## config.mk

```make
export PLATFORM = sky130hd
export DESIGN_NAME = encoder_4to2
export DESIGN_NICKNAME = d
export VERILOG_FILES = /design/src/rtl/encoder_4to2.sv
export SDC_FILE = /design/constraint.sdc
export NUM_CORES = 1
export LEC_CHECK = 0
export ABC_AREA = 1
export ABC_CLOCK_PERIOD_IN_PS = 1000
export CELL_PAD_IN_SITES_DETAIL_PLACEMENT = 2
export CELL_PAD_IN_SITES_GLOBAL_PLACEMENT = 2
export CORE_AREA = 2 2 39 41
export CTS_CLUSTER_DIAMETER = 50
export DETAILED_ROUTE_END_ITERATION = 8
export DIE_AREA = 0 0 41 43
export GPL_TIMING_DRIVEN = 0
export PLACE_DENSITY_LB_ADDON = 0.05
export SYNTH_ARGS = -nofsm -noshare
export SYNTH_HDL_FRONTEND = slang
export SYNTH_SLANG_ARGS = --single-unit
export TNS_END_PERCENT = 10
```

## constraint.sdc

```tcl
create_clock -name clk -period 1 [get_ports clk]
set_input_delay 0.3 -clock clk [delete_from_list [all_inputs] [get_ports clk]]
set_output_delay 0.3 -clock clk [all_outputs]
set_load 0.005 [all_outputs]
```

## src/rtl/encoder_4to2.sv

```systemverilog
// Clocked 4-to-2 priority encoder (highest set bit wins) with valid and multi-hot error flags.
// Optional macro ENC_STICKY_ERR_EN adds err_sticky, a flag that latches any multi-hot input until reset.
module encoder_4to2 #(
    parameter bit OUT_REG = 1'b1
) (
    input  logic       clk,
    input  logic       rst_n,
    input  logic       en,
    input  logic [3:0] d,
    output logic [1:0] y,
    output logic       valid,
    output logic       err
`ifdef ENC_STICKY_ERR_EN
    ,
    output logic       err_sticky
`endif
);

    function automatic logic [1:0] enc_index(input logic [3:0] v);
        logic [1:0] idx;
        idx = 2'b00;
        if (v[3])      idx = 2'b11;
        else if (v[2]) idx = 2'b10;
        else if (v[1]) idx = 2'b01;
        return idx;
    endfunction

    // Clearing the lowest set bit leaves something behind only when two or more bits are set.
    function automatic logic enc_multi(input logic [3:0] v);
        return (v & (v - 4'd1)) != 4'd0;
    endfunction

    logic [1:0] y_p0;
    logic       valid_p0;
    logic       err_p0;

    // ---- stage p0: combinational encode of d ----
    assign y_p0     = enc_index(d);
    assign valid_p0 = |d;
    assign err_p0   = enc_multi(d);

    generate
        if (OUT_REG) begin : g_reg
            logic [1:0] y_p1;
            logic       valid_p1;
            logic       err_p1;

            // ---- stage p1: registered outputs ----
            always_ff @(posedge clk or negedge rst_n) begin
                if (!rst_n) begin
                    y_p1     <= 2'b00;
                    valid_p1 <= 1'b0;
                    err_p1   <= 1'b0;
                end else if (en) begin
                    y_p1     <= y_p0;
                    valid_p1 <= valid_p0;
                    err_p1   <= err_p0;
                end
            end

            assign y     = y_p1;
            assign valid = valid_p1;
            assign err   = err_p1;
        end else begin : g_comb
            assign y     = y_p0;
            assign valid = valid_p0;
            assign err   = err_p0;
        end
    endgenerate

`ifdef ENC_STICKY_ERR_EN
    // Watches the raw encode of d, so it sees multi-hot inputs even while en=0.
    always_ff @(posedge clk or negedge rst_n) begin
        if (!rst_n)
            err_sticky <= 1'b0;
        else if (err_p0)
            err_sticky <= 1'b1;
    end
`endif

endmodule

```

# Yosys cells after proc, flatten, opt, wreduce, memory -nomap -nowiden
# Index checks and enable logic that the tools add are counted.
# totals
inputBits,7
regBits,4
# classes
reduce_logical,2
addsub,1
n_bitwise,1
muxes,3
# ops
op,n
$and 4x4->4,1
$mux 2,2
$reduce_bool 4->1,1
$reduce_or 4->1,1
$sub 4x1->4 const B,1
$mux 1,1

# Logic depth before layout (Yosys ltp)
# depth
depth_word,3
ltp_mapped,4
depth_no_buf,4

# Worst setup path after synthesis
# OpenSTA, ideal clock, no wires.
# synth_timing
kind,input port to flip-flop
startpoint,in d[1]
endpoint,reg g_reg.err_p1 (netlist: err)
stages,4
required_time_ns,0.883
path_slack_ns,0.294
arrival_ns,0.589
cell_sequence,nor2_1 nor2_1 nor2_1 nor2_1
# synth_between
elab_chain_cells,3
# synth_lines
item,line_no,text
start: declaration,9,"input logic [3:0] d,"
$sub 4x1->4,30,return (v & (v - 4'd1)) != 4'd0;
$and 4x4->4 *,30,
$reduce_bool 4->1 *,30,
end signal: assignment,57,err_p1 <= err_p0;
end: declaration,46,logic err_p1;
# Mark *: on every way between the ends. The rest lies on a longest branch, timed or not.
# A chain may end at the register's enable or synchronous reset.

# Final worst setup path
# layout_timing
startpoint,reg g_reg.err_p1 (netlist: err)
endpoint,out err
# layout_rtl
item,line_no,text
end: declaration,12,output logic err
# No word-level cell between the ends.

==> out/results.ini <==
[status]
outcome=finished, violations left
violations=setup timing

[clock_tree]
cts-root-buf=clkbuf_4
htree_levels=1
numCtsBuffers=3
clkLatencyLatePin_ns=0.23
path_clk_slew_ns=0.04
holdBufCountCts=0
clock-sinks=4
cts_buffer_depth=2
cts_tree=done

[synthesis]
synth_top_cell_area_share=0.563
synth_cell_types=9
ys.flop_type=dfrtp_1
synth_common_cells=nor2_1 (6), dfrtp_1 (4), nand2_1 (4)
yosysSeqAreaShare=0.563
synth_top_cell_by_area=dfrtp_1
ys_seq_elements=4
netlist_area_um2=178
synth_enable_flop_cells=0
synth-warning-count=0
synth_area_leaders=dfrtp_1 (56%), nor2_1 (13%), nand2_1 (8.5%), o21ai_1 (5.6%), inv_1 (4.2%)
syn_inst=22
synth.most_common_cell=nor2_1
syn_nets=29
async_flop_share=1.00
syn_area_per_cell_um2=8.08

[die]
rows=14
start_util=0.128
boundaryPins=11
chipWidth_um=41
die_h_um=43
fp.coreArea_mm2=0.00138
dieArea_mm2=0.00176

[critical_path]
worst-path-buf-inv=1
max_stage_delay_ns=0.37
critPathArrivalTime_ns=0.73
critPathSlowestCell=dfrtp_1
crit_required_ns=0.70
crit_family=flip-flops
startpoint_type=flop
crit_path_cell_trace=buf_2
cp-end-kind=output port
critical_path_class=flop to output port
worstPathMaxFanout=2

[sta]
rsz0062_at_grt=yes
hold_viol_final=0
clock.fmax_mhz=974
fin_crit_sh=1.03
fin_worst_skew_ns=0
layout_setup_ws_ns=-0.0265
worst_slew_pin_slew_ns=0.199
fin_crit_ns=1.03
relSlewSlack=0.867
setup_violations=4
timing.final.max_slew_violations=0

[final_layout]
fin_nets=46
n_fill_cell=173
antenna_cells=0
fin_util=0.239
drive_above_1_share=0.297
syn2layout_area_growth_pct=85.9

[hold_path]
hold_class=input pin to async pin

[pwr]
power.share.combinational=0.186
p_sw_uw=106
power_density_mw_per_mm2=1410
ir_drop_mv=0.221
pwr-share-clk=0.422
leakagePower_nw=0.170
power_switching_share=0.229
internal_power_uw=359
sequentialPowerShare=0.392

[drt]
wl_um=523
via_count=200
route.detailed.wl_per_inst_um=9.87
ant_nets=0
vias_per_cell=3.77
drc=0
drt_iter0_drc=2
dr.pass1.iters=2

[grt]
antenna_found_initial=0
grt.total_usage=0.0846
grt.overflow.total=0
grt_max_degree=6
grt_pass1_vias=215
grt_pass1_wl_um=834

[place]
portBuffers=10
place.gp.congestion=0.534
pre_cts_slack_ns=-0.274
dpl.hpwl_um=423

[flow_run]
drv_cap=0

## cell usage in the layout, fill, tap and decap left out, drive strengths merged
master         count
buf                6
clkbuf             3
dlymetal6s2s       3
a31oi              1
inv                2
a21oi              1
nand3              1
nor2               7
nand2              4
dfrtp              4
o21ai              2
clkdlybuf4s50      3
## cells by family after synthesis
kind of cell,count (synthesis),share of synthesized area
compound gates,4,0.120
flops,4,0.563
buf+inv,2,0.0423
simple gates,12,0.275
## area by class of cell
| type | count | area (um^2) | area share |
|---|---|---|---|
| repair buffers | 12 | 103 | 0.311 |
| clock buffers | 3 | 22.5 | 0.0682 |
| inverters | 2 | 7.51 | 0.0227 |
| multi-input cells | 16 | 77.6 | 0.235 |
| flip-flops and latches | 4 | 100 | 0.303 |
| well taps | 16 | 20.0 | 0.0606 |
## final timing paths
| path | from | end | slack, ns | cells past startpoint |
|---|---|---|---|---|
| max in group asynchronous | rst_n | y[1]$_DFFE_PN0P_ | 0.56 | 1 |
| max | err$_DFFE_PN0P_ | err | -0.03 | 1 |
| min in group clk | en | valid$_DFFE_PN0P_ | 0.40 | 2 |
| min | rst_n | err$_DFFE_PN0P_ | 0.27 | 1 |
| min reg2reg | y[0]$_DFFE_PN0P_ | y[0]$_DFFE_PN0P_ | 0.49 | 2 |
| max reg2reg | err$_DFFE_PN0P_ | err$_DFFE_PN0P_ | 0.25 | 3 |
## registers in the layout, indices dropped and copies added, names as in the netlist
| register | flops |
|---|---|
| err | 1 |
| valid | 1 |
| y | 2 |
## layer usage
layer  global-route usage  vias up  part of all wire
met4                0.140        0             0.036
met3               0.0314        2             0.098
met2                0.106       10              0.52
met5                    0        -                 0
met1               0.0747       88              0.34
li1                     -      100                 -
## stage by stage
stage	hold slack (ns)	cell area [um^2]	instances	setup TNS [ns]	power, mW
3_5_place_dp	0.498	298	48	-1.42	0.274
5_1_grt	0.273	330	53	-0.301	0.510
6_report	0.272	330	53	-0.0936	0.465
4_1_cts	0.268	315	53	-0.196	0.481
2_1_floorplan	0.00441	178	22	0	0.208
3_3_place_gp	0.475	298	48	-1.34	0.270
## what timing repair did
action,CTS,global route
pin swaps,0,2
resized for setup,16,5
endpoints found under the hold margin,0,0
endpoints found under the setup margin,5,7
setup buffers,2,0
## power groups by stage
stage	clock network (mW)	logic, mW	registers [mW]
floorplan	0	0.0220	0.186
global placement	0	0.0860	0.184
detailed placement	0	0.0876	0.186
CTS	0.211	0.0865	0.183
global route	0.228	0.0980	0.184
finish	0.196	0.0866	0.182
Note: power is estimated with default switching activity, not from simulation.
